`src/rtl/uart_arb_pkg.sv`:
```
// Shared types and helpers for the message-granular UART TX arbiter.
// Imported by the picker and the arbiter top.
package uart_arb_pkg;

    typedef enum logic [0:0] {
        IDLE = 1'b0,
        XFER = 1'b1
    } arb_state_e;

    // Width of a requester index; never below one bit so that two requesters still get a real select.
    function automatic int grant_idx_w(input int num_req);
        return (num_req <= 2) ? 1 : $clog2(num_req);
    endfunction

endpackage

```
`src/rtl/uart_tx_msg_arbiter_if.sv`:
```
// Byte-stream bundle between the message sources, the arbiter and the UART TX serializer.
// The master side is the environment (sources plus serializer); the slave side is the arbiter.
interface uart_tx_msg_arbiter_if #(
    parameter int NUM_REQ = 4,
    parameter int DATA_W  = 8
);
    logic [NUM_REQ-1:0]        req_valid;
    logic [NUM_REQ*DATA_W-1:0] req_data;
    logic [NUM_REQ-1:0]        req_last;
    logic [NUM_REQ-1:0]        req_ready;
    logic                      tx_valid;
    logic [DATA_W-1:0]         tx_data;
    logic                      tx_ready;

    modport master (
        output req_valid, req_data, req_last, tx_ready,
        input  req_ready, tx_valid, tx_data
    );

    modport slave (
        input  req_valid, req_data, req_last, tx_ready,
        output req_ready, tx_valid, tx_data
    );
endinterface

```
`src/rtl/rr_priority_pick.sv`:
```
// Combinational round-robin picker: returns the first set request found searching
// upward from rr_ptr with wrap-around.
module rr_priority_pick
    import uart_arb_pkg::*;
#(
    parameter int NUM_REQ = 4,
    parameter int IW      = grant_idx_w(NUM_REQ)
) (
    input  logic [NUM_REQ-1:0] req,
    input  logic [IW-1:0]      rr_ptr,
    output logic               any,
    output logic [IW-1:0]      index
);
    localparam int            SW    = IW + 1;
    localparam logic [SW-1:0] N_REQ = SW'(NUM_REQ);

    logic [NUM_REQ-1:0] rot;
    logic [IW-1:0]      off;
    logic [SW-1:0]      idx_sum;

    // rot[gi] is the request that sits gi positions after rr_ptr.
    generate
        for (genvar gi = 0; gi < NUM_REQ; gi++) begin : g_rot
            logic [SW-1:0] sum;
            logic [IW-1:0] pos;
            assign sum     = {1'b0, rr_ptr} + SW'(gi);
            assign pos     = IW'((sum >= N_REQ) ? (sum - N_REQ) : sum);
            assign rot[gi] = req[pos];
        end
    endgenerate

    always_comb begin
        any = 1'b0;
        off = '0;
        for (int i = NUM_REQ - 1; i >= 0; i--) begin
            if (rot[i]) begin
                any = 1'b1;
                off = IW'(i);
            end
        end
    end

    assign idx_sum = {1'b0, rr_ptr} + {1'b0, off};
    assign index   = IW'((idx_sum >= N_REQ) ? (idx_sum - N_REQ) : idx_sum);

endmodule

```
`src/rtl/uart_tx_msg_arbiter.sv`:
```
// Shares one UART TX byte channel among NUM_REQ requesters, one whole message at a time,
// with round-robin selection and forced release after MAX_MSG_LEN beats.
module uart_tx_msg_arbiter
    import uart_arb_pkg::*;
#(
    parameter int NUM_REQ     = 4,
    parameter int DATA_W      = 8,
    parameter int MAX_MSG_LEN = 256
) (
    input  logic                       clk,
    input  logic                       reset,
    uart_tx_msg_arbiter_if.slave       bus,
    output logic [$clog2(NUM_REQ)-1:0] grant_id,
    output logic                       busy,
    output logic                       trunc_err
);
    localparam int            GW       = grant_idx_w(NUM_REQ);
    localparam int            CW       = $clog2(MAX_MSG_LEN);
    localparam logic [CW-1:0] CNT_LAST = CW'(MAX_MSG_LEN - 1);
    localparam logic [GW-1:0] GID_LAST = GW'(NUM_REQ - 1);

    arb_state_e    state_reg, state_next;
    logic [GW-1:0] rr_ptr_reg, rr_ptr_next;
    logic [GW-1:0] grant_id_reg, grant_id_next;
    logic [CW-1:0] beat_cnt_reg, beat_cnt_next;

    logic              pick_any;
    logic [GW-1:0]     pick_idx;
    logic [DATA_W-1:0] data_arr [NUM_REQ];
    logic              sel_valid;
    logic              sel_last;
    logic [DATA_W-1:0] sel_data;
    logic              beat;
    logic              force_rel;

    generate
        for (genvar gi = 0; gi < NUM_REQ; gi++) begin : g_unpack
            assign data_arr[gi] = bus.req_data[gi*DATA_W +: DATA_W];
        end
    endgenerate

    rr_priority_pick #(
        .NUM_REQ (NUM_REQ),
        .IW      (GW)
    ) u_pick (
        .req    (bus.req_valid),
        .rr_ptr (rr_ptr_reg),
        .any    (pick_any),
        .index  (pick_idx)
    );

    assign sel_valid = bus.req_valid[grant_id_reg];
    assign sel_last  = bus.req_last[grant_id_reg];
    assign sel_data  = data_arr[grant_id_reg];
    assign beat      = (state_reg == XFER) && sel_valid && bus.tx_ready;
    // Forced release only when the limit beat itself is not the message's last byte.
    assign force_rel = beat && !sel_last && (beat_cnt_reg == CNT_LAST);

    always_ff @(posedge clk) begin
        if (reset) begin
            state_reg    <= IDLE;
            rr_ptr_reg   <= '0;
            grant_id_reg <= '0;
            beat_cnt_reg <= '0;
        end else begin
            state_reg    <= state_next;
            rr_ptr_reg   <= rr_ptr_next;
            grant_id_reg <= grant_id_next;
            beat_cnt_reg <= beat_cnt_next;
        end
    end

    always_comb begin
        state_next    = state_reg;
        rr_ptr_next   = rr_ptr_reg;
        grant_id_next = grant_id_reg;
        beat_cnt_next = beat_cnt_reg;
        case (state_reg)
            IDLE: begin
                if (pick_any) begin
                    grant_id_next = pick_idx;
                    beat_cnt_next = '0;
                    state_next    = XFER;
                end
            end
            XFER: begin
                if (beat) begin
                    if (sel_last || force_rel) begin
                        state_next    = IDLE;
                        beat_cnt_next = '0;
                        rr_ptr_next   = (grant_id_reg == GID_LAST) ? '0 : grant_id_reg + 1'b1;
                    end else begin
                        beat_cnt_next = beat_cnt_reg + 1'b1;
                    end
                end
            end
            default: state_next = IDLE;
        endcase
    end

    always_comb begin
        bus.req_ready = '0;
        bus.tx_valid  = 1'b0;
        bus.tx_data   = '0;
        busy          = 1'b0;
        trunc_err     = 1'b0;
        if (state_reg == XFER) begin
            busy                        = 1'b1;
            bus.tx_valid                = sel_valid;
            bus.tx_data                 = sel_valid ? sel_data : '0;
            bus.req_ready[grant_id_reg] = bus.tx_ready;
            trunc_err                   = force_rel;
        end
    end

    assign grant_id = grant_id_reg;

endmodule

```
`src/flat_wrapper.sv`:
```
// flat-port wrapper written by rule: the top's interface ports become plain ports
module uart_tx_msg_arbiter_flat import uart_arb_pkg::*;
#(
    parameter int NUM_REQ     = 4,
    parameter int DATA_W      = 8,
    parameter int MAX_MSG_LEN = 256
)
  (clk, reset, grant_id, busy, trunc_err, bus_req_valid, bus_req_data, bus_req_last, bus_tx_ready, bus_req_ready, bus_tx_valid, bus_tx_data);
  uart_tx_msg_arbiter_if #(.NUM_REQ(NUM_REQ), .DATA_W(DATA_W)) bus_i ();
  input  logic clk;
  input  logic reset;
  output logic [$clog2(NUM_REQ)-1:0] grant_id;
  output logic busy;
  output logic trunc_err;
  input wire logic [$bits(bus_i.req_valid)-1:0] bus_req_valid;
  input wire logic [$bits(bus_i.req_data)-1:0] bus_req_data;
  input wire logic [$bits(bus_i.req_last)-1:0] bus_req_last;
  input wire logic [$bits(bus_i.tx_ready)-1:0] bus_tx_ready;
  output wire logic [$bits(bus_i.req_ready)-1:0] bus_req_ready;
  output wire logic [$bits(bus_i.tx_valid)-1:0] bus_tx_valid;
  output wire logic [$bits(bus_i.tx_data)-1:0] bus_tx_data;
  assign bus_i.req_valid = bus_req_valid;
  assign bus_i.req_data = bus_req_data;
  assign bus_i.req_last = bus_req_last;
  assign bus_i.tx_ready = bus_tx_ready;
  assign bus_req_ready = bus_i.req_ready;
  assign bus_tx_valid = bus_i.tx_valid;
  assign bus_tx_data = bus_i.tx_data;
  uart_tx_msg_arbiter #(.NUM_REQ(NUM_REQ), .DATA_W(DATA_W), .MAX_MSG_LEN(MAX_MSG_LEN)) u_core (.clk(clk), .reset(reset), .bus(bus_i), .grant_id(grant_id), .busy(busy), .trunc_err(trunc_err));
endmodule
```
`config.mk`:
```
export PLATFORM = sky130hd
export DESIGN_NAME = uart_tx_msg_arbiter_flat
export DESIGN_NICKNAME = d
export VERILOG_FILES = /design/src/rtl/uart_arb_pkg.sv /design/src/rtl/uart_tx_msg_arbiter_if.sv /design/src/rtl/rr_priority_pick.sv /design/src/rtl/uart_tx_msg_arbiter.sv /design/src/flat_wrapper.sv
export SDC_FILE = /design/constraint.sdc
export NUM_CORES = 1
export LEC_CHECK = 0
export ABC_AREA = 1
export CAP_MARGIN = 10
export CORE_MARGIN = 2
export CORE_UTILIZATION = 45
export DETAILED_ROUTE_END_ITERATION = 8
export GPL_TIMING_DRIVEN = 0
export PLACE_DENSITY = 0.87
export SLEW_MARGIN = 20
export SYNTH_ARGS = -nofsm -noshare
export SYNTH_HDL_FRONTEND = slang
export SYNTH_SLANG_ARGS = --single-unit
```
`constraint.sdc`:
```
create_clock -name clk -period 2.9 [get_ports clk]
set_input_delay 0.29 -clock clk [delete_from_list [all_inputs] [get_ports clk]]
set_output_delay 0.29 -clock clk [all_outputs]
set_load 0.005 [all_outputs]
```
==> qor.yml, run 1 <==
placement:
  gp_congestion: 0.845
  postPlaceCellArea_mm2: 0.00195
  dp_slack_ps: 489
  dpl.hpwl_um: 3010
  port_buffers: 59
power:
  p_leak_nw: 0.885
  p_per_area_mw_per_mm2: 367
  vdd_ir_drop_max_mv: 0.333
cts:
  htreeDepth: 1
  cts_setup_buffers: 0
  cts.reportedPaths.clkPinSlew_ps: 80
  cts_buffers: 3
  ctsHoldBuffers: 0
  cts_tree: "yes"
  cts_root_buffer: "clkbuf_4"
  clkLatencyLatePin_ps: 280
  ctsResizeCount: 0
  cts_sinks: 13
  clock_path_buffers: 2
timing:
  worst_pin_slew_ps: 465
  fin_crit_sh: 0.944
  finalClockSkew_ps: 4.92
  rsz0062_at_grt: "false"
  setup_viol: 0
  final.setup.tns_ps: 0
  finalCriticalPeriod_ps: 2740
  slew_violations: 0
  setup_ws_ps: 164
  relSlewSlack: 0.690
  fmax_mhz: 365
  finalHoldViolations: 0
critical_path:
  arrival_ps: 2450
  endpoint_kind: "primary output"
  startpoint_type: "flip-flop"
  cpMaxStageDelayCell: "clkdlybuf4s50_1"
  crit_path_max_fanout: 11
  reg2reg_depth: 6
  max_stage_delay_ps: 530
  cp_cell_sequence: "inv_2 -> clkbuf_1 -> clkbuf_1 -> ha_1 -> inv_1 -> nor2_1 -> clkdlybuf4s50_1"
  crit_type: "reg2out"
  reg2reg_from: "u_core.grant_id[0]"
  required_ps: 2610
  reg2reg_setup_slack_ps: 1000
  r2r-end: "u_core.rr_ptr_reg[1]"
  path_common_cell: "clkbuf_1"
finish:
  multi_input_area_um2: 907
  ff_latch_area_um2: 260
  fin_area_mm2: 0.00198
  area.growth.synth_to_final_pct: 49.2
  final_util: 0.711
  final_nets: 348
  antennaDiodeCount: 0
  nFillCells: 254
  largest_reg_flops: 8
  drive_gt1_frac: 0.0839
logic_synthesis:
  synth_nets: 285
  yosysSeqAreaShare: 0.196
  syn_area_per_cell_um2: 5.61
  synth_warnings: 0
  postSynthCellCount: 236
  yosysUniqueCellTypes: 27
  ys_ff_latch: 13
  netlist_area_mm2: 0.00133
die:
  die-area_mm2: 0.00339
  dieWidth_um: 58.3
  coreArea_mm2: 0.00278
  rows: 19
  initial_utilization: 0.476
  ios: 60
  die_y_um: 58.3
grt:
  grt_pass1_wl_um: 6470
  grt_use_total: 0.239
  antenna_found_initial: 0
  grt_remaining_overflow: 0
  grt_pass1_vias: 1561
  grt_max_degree: 12
hold_path:
  min_to: "u_core.beat_cnt_reg[0]"
  hp-class: "reg2reg"
  whs_path_depth: 2
  worstHoldStart: "u_core.beat_cnt_reg[0]"
detailed_routing:
  viasPerCell: 4.99
  drt_first_pass_iters: 4
  vias: 1641
  routed_wl_um: 3810
  drcViolationCount: 0
  ant_nets: 0
  wl_per_cell_um: 11.6
  dr.first_iter.drc_count: 91
flow_run:
  cap_violations: 0
outcome:
  outcome: "completed"
==> where the power goes <==
group	internal (mW)	switching [mW]	leakage [nW]	total, mW
logic	0.188	0.209	0.764	0.397
registers	0.191	0.0190	0.106	0.210
clock network	0.0535	0.0641	0.0150	0.118
total	0.433	0.292	0.885	0.725
==> placed cells by master, fill, tap and decap left out <==
cell type | netlist | layout
a21oi_1 | 16 | 16
buf_6 | 1 | 1
dfxtp_1 | 13 | 13
o21ai_1 | 7 | 7
inv_1 | 26 | 26
inv_2 | 4 | 4
nand4_1 | 5 | 5
nand3_2 | 1 | 1
nor2_1 | 50 | 50
nand2_2 | 7 | 7
buf_4 | 1 | 1
buf_2 | 3 | 3
o21ai_2 | 1 | 1
xnor2_1 | 2 | 2
nor4_1 | 1 | 1
xor2_1 | 2 | 2
a31oi_1 | 1 | 1
o211ai_1 | 1 | 1
nand2_4 | 2 | 2
nor3_1 | 1 | 1
nand3_1 | 11 | 11
clkdlybuf4s50_1 | 0 | 59
nor2_2 | 1 | 1
nor2_4 | 1 | 1
clkbuf_4 | 0 | 3
nand2_1 | 52 | 52
clkbuf_1 | 3 | 3
ha_1 | 6 | 6
o21ai_0 | 17 | 17
==> cell type report <==
cell class | instances | area share
multi-input cells | 185 | 0.459
repair buffers | 59 | 0.299
flip-flops and latches | 13 | 0.132
inverters | 30 | 0.0570
plain buffers | 7 | 0.0209
well taps | 31 | 0.0196
clock buffers | 4 | 0.0133
==> synth_stat cells <==
| cell | number | area, µm² |
|---|---|---|
| a21oi_1 | 16 | 80.1 |
| a31oi_1 | 1 | 6.26 |
| buf_2 | 3 | 15.0 |
| buf_4 | 1 | 7.51 |
| buf_6 | 1 | 11.3 |
| clkbuf_1 | 3 | 11.3 |
| dfxtp_1 | 13 | 260 |
| ha_1 | 6 | 75.1 |
| inv_1 | 26 | 97.6 |
| inv_2 | 4 | 15.0 |
| nand2_1 | 52 | 195 |
| nand2_2 | 7 | 43.8 |
| nand2_4 | 2 | 22.5 |
| nand3_1 | 11 | 55.1 |
| nand3_2 | 1 | 10.0 |
| nand4_1 | 5 | 31.3 |
| nor2_1 | 50 | 188 |
| nor2_2 | 1 | 6.26 |
| nor2_4 | 1 | 11.3 |
| nor3_1 | 1 | 5.00 |
| nor4_1 | 1 | 6.26 |
| o211ai_1 | 1 | 7.51 |
| o21ai_0 | 17 | 85.1 |
| o21ai_1 | 7 | 35.0 |
| o21ai_2 | 1 | 8.76 |
| xnor2_1 | 2 | 17.5 |
| xor2_1 | 2 | 17.5 |
==> cell families (layout without fill, tap and decap cells) <==
| family | count (synthesis) | after routing | share of synthesized area |
|---|---|---|---|
| buffers and inverters | 38 | 100 | 0.119 |
| AOI/OAI and AO/OA | 43 | 43 | 0.168 |
| DFF | 13 | 13 | 0.196 |
| and+or+nand+nor | 132 | 132 | 0.433 |
| adders and majority gates | 6 | 6 | 0.0567 |
| xor gates and xnor gates | 4 | 4 | 0.0264 |
==> layer usage <==
| metal | wire, µm | part of all wire | GRT usage | vias up |
|---|---|---|---|---|
| met5 | 0 | 0 | 0 | - |
| met4 | 47 | 0.012 | 0.0664 | 0 |
| met3 | 165 | 0.043 | 0.0491 | 9 |
| met2 | 1850 | 0.49 | 0.437 | 36 |
| met1 | 1750 | 0.46 | 0.279 | 723 |
| li1 | - | - | - | 873 |
==> worst max-delay path: cells and delay by family (launching register included) <==
family	cells	cell delay (ps)
buffers and inverters	5	1430
and+or+nand+nor	1	90
DFF	1	420
adders and majority gates	1	220
==> worst max path at each step <==
stage	startpoint	endpoint	slack (ps)
finish	u_core.grant_id[0]	bus_req_ready[0]	160
global route	u_core.grant_id[0]	bus_req_ready[0]	9
CTS	u_core.grant_id[0]	bus_req_ready[0]	180
detailed placement	u_core.grant_id[0]	bus_req_ready[0]	490
global placement	u_core.grant_id[0]	bus_req_ready[0]	490
floorplan	u_core.grant_id[0]	bus_tx_data[6]	1290
==> stage by stage <==
stage	hold slack (ps)	cells	total power, mW
global route	528	329	0.780
global placement	468	326	0.605
floorplan	359	236	0.446
detailed placement	479	326	0.611
CTS	490	330	0.727
finish	492	329	0.725
Power figures use the tool's default switching activity.
==> run 2: changes to the inputs <==
--- a/config.mk
+++ b/config.mk
@@ -8,11 +8,12 @@
 export ABC_AREA = 1
 export CAP_MARGIN = 10
 export CORE_MARGIN = 2
-export CORE_UTILIZATION = 45
+export CORE_UTILIZATION = 46
 export DETAILED_ROUTE_END_ITERATION = 8
 export GPL_TIMING_DRIVEN = 0
 export PLACE_DENSITY = 0.87
 export SLEW_MARGIN = 20
 export SYNTH_ARGS = -nofsm -noshare
 export SYNTH_HDL_FRONTEND = slang
+export SYNTH_HIERARCHICAL = 1
 export SYNTH_SLANG_ARGS = --single-unit
==> run 2 against run 1 <==
Net effect:
- sequential power is essentially flat
- largest cell class unchanged
- register-to-register slack lost 100 ps
- wire length is 1.1% higher
- utilization decreased by 1.8 points
==> qor.yml, run 2 <==
outcome:
  outcome: "completed"
cts:
  cts_buffers: 3  # unchanged
  cts_tree: "yes"
  ctsHoldBuffers: 0  # unchanged
  cts_setup_buffers: 0  # unchanged
  clkLatencyLatePin_ps: 280  # about the same
  ctsResizeCount: 0  # unchanged
  clock_path_buffers: 2  # unchanged
  cts.reportedPaths.clkPinSlew_ps: 80  # about the same
  htreeDepth: 1  # unchanged
  cts_root_buffer: "clkbuf_4"
  cts_sinks: 13  # unchanged
logic_synthesis:
  async_flop_share: 0  # unchanged
  netlist_area_mm2: 0.00141  # +6.0%
  syn_area_per_cell_um2: 5.71  # +1.7%
  yosys.area.top_type_share: 0.185  # -0.0112
  ys_top_cells_by_count: "nand2_1 (56), nor2_1 (51), inv_1 (30)"
  synth_top_cell_by_area: "dfxtp_1"
  yosysUniqueCellTypes: 23  # -15%
  synth_enable_flop_cells: 0  # unchanged
  yosysMostFrequentCell: "nand2_1"
  synth_ff_type: "dfxtp_1"
  synth_warnings: 6  # +6
  postSynthCellCount: 246  # +4.2%
  yosysSeqAreaShare: 0.185  # -0.0112
  netlist_top_cells_area: "dfxtp_1 (19%), nand2_1 (15%), nor2_1 (14%)"
  ys_ff_latch: 13  # unchanged
  synth_nets: 295  # +3.5%
placement:
  port_buffers: 59  # unchanged
  gp_congestion: 0.902  # +6.8%
  dpl.hpwl_um: 3120  # +3.7%
  dp_slack_ps: 525  # +35.7 ps
grt:
  grt_remaining_overflow: 0  # unchanged
  grt_pass1_wl_um: 6330  # -2.2%
  gr-usage-met2: 0.425  # -0.0112
  grt_pass1_vias: 1533  # -1.8%
  grt_max_degree: 12  # unchanged
  use_met3: 0.0415  # -0.00762
  met1_usage: 0.266  # -0.0130
  antenna_found_initial: 0  # unchanged
  grt_use_total: 0.225  # -0.0142
  busiest_layer: "met2"
finish:
  area.growth.synth_to_final_pct: 46.8
  drive_gt1_frac: 0.110  # +0.0261
  final_cell_mix: "clkdlybuf4s50_1 (59), nand2_1 (56), nor2_1 (51)"
  antennaDiodeCount: 0  # unchanged
  largest_reg_flops: 8  # unchanged
  final_util: 0.693  # -0.0179
  layout_commonest_cell: "clkdlybuf4s50_1"
  final_nets: 359  # +3.2%
timing:
  rsz0062_at_grt: "false"
  setup_ws_ps: 478  # +314 ps
  setup_viol: 0  # unchanged
  fin_crit_sh: 0.835  # -0.108
  finalHoldViolations: 0  # unchanged
  finalCriticalPeriod_ps: 2420  # -314 ps
  finalClockSkew_ps: 3.69  # -1.22 ps
  relSlewSlack: 0.658  # -0.0322
  final.setup.tns_ps: 0  # unchanged
  worst_pin_slew_ps: 513  # +48.3 ps
  slew_violations: 0  # unchanged
  fmax_mhz: 413  # +13%
detailed_routing:
  ant_nets: 0  # unchanged
  routed_wl_um: 3850  # +1.1%
  vias: 1721  # +4.9%
  viasPerCell: 5.03  # +0.89%
  dr.first_iter.drc_count: 77  # -15%
  wl_per_cell_um: 11.3  # -2.7%
  drt_first_pass_iters: 4  # unchanged
  drcViolationCount: 0  # unchanged
critical_path:
  crit_path_max_fanout: 10  # -1
  reg2reg_from: "u_core/rr_ptr_reg[0]"
  r2r-end: "u_core/grant_id[1]"
  reg2reg_depth: 15  # +9
  endpoint_kind: "primary output"
  crit_type: "reg2out"
  startpoint_type: "flip-flop"
  reg2reg_setup_slack_ps: 900  # -100 ps
  arrival_ps: 2130  # -320 ps
  required_ps: 2610  # about the same
die:
  coreArea_mm2: 0.00298  # +7.1%
  die-area_mm2: 0.00351  # +3.5%
  rows: 20  # +1
  ios: 60  # unchanged
  initial_utilization: 0.472  # -0.00453
  dieWidth_um: 59.3  # +1.7%
  die_y_um: 59.3  # +1.7%
power:
  p_per_area_mw_per_mm2: 357  # -2.6%
  p_leak_nw: 0.950  # +7.3%
  vdd_ir_drop_max_mv: 0.208  # -38%
hold_path:
  min_to: "u_core/beat_cnt_reg[7]"
  whs_path_depth: 2  # unchanged
  hp-class: "reg2reg"
  worstHoldStart: "u_core/beat_cnt_reg[7]"
flow_run:
  cap_violations: 0  # unchanged
## run 2: where the power goes
part	switching, mW	internal (mW)	leakage (nW)
Sequential	0.0170	0.191	0.106
Combinational	0.221	0.195	0.829
Clock	0.0600	0.0533	0.0150
Total	0.298	0.439	0.950
## run 2: how the worst max path moves through the flow
stage	start	end	slack (ps)	depth (start not counted)
after floorplan	u_core/rr_ptr_reg[0]	u_core/grant_id[1]	1150	15
after global placement	bus_req_valid[1]	bus_tx_data[2]	590	8
after detailed placement	bus_req_valid[1]	bus_tx_data[7]	530	8
after CTS	u_core/grant_id[1]	bus_req_ready[0]	510	6
after global routing	u_core/grant_id[1]	bus_tx_data[7]	330	6
final	u_core/grant_id[0]	bus_tx_data[7]	480	7
## run 2: cell type report
| cell class | instances | area [µm²] |
|---|---|---|
| plain buffers | 7 | 46.3 |
| repair buffers | 59 | 591 |
| well taps | 33 | 41.3 |
| multi-input cells | 190 | 961 |
| fillers | 272 | 915 |
| flip-flops and latches | 13 | 260 |
| inverters | 36 | 138 |
| clock buffers | 4 | 26.3 |
## run 2: cell families after synthesis
| logic type | Yosys count | share of synthesized area |
|---|---|---|
| buffers and inverters | 43 | 0.131 |
| XOR/XNOR | 7 | 0.0436 |
| flip-flops | 13 | 0.185 |
| AO/OA/AOI/OAI | 37 | 0.134 |
| AND/OR/NAND/NOR | 140 | 0.452 |
| adder cells (fa/ha/maj) | 6 | 0.0534 |
## run 2: critical path, cell delays in order (launching register included)
cell,delay [ps]
dfxtp_1,460
buf_6,180
buf_2,230
nor2_1,70
nor2_1,80
o21ai_0,100
a21oi_1,180
clkdlybuf4s50_1,550
## run 2: stage by stage
step	total power, mW	hold slack (ps)	instances	instance area (µm²)
floorplan	0.462	359	246	1410
global placement	0.616	502	338	2040
detailed placement	0.626	535	338	2040
CTS	0.742	547	342	2060
global route	0.800	580	342	2060
finish	0.737	549	342	2060
## run 2: per-layer routing
metal  wire length [µm]  share of wire
met1               1630           0.42
met2               1850           0.48
met3                349          0.091
met4                 21         0.0055
met5                  0              0
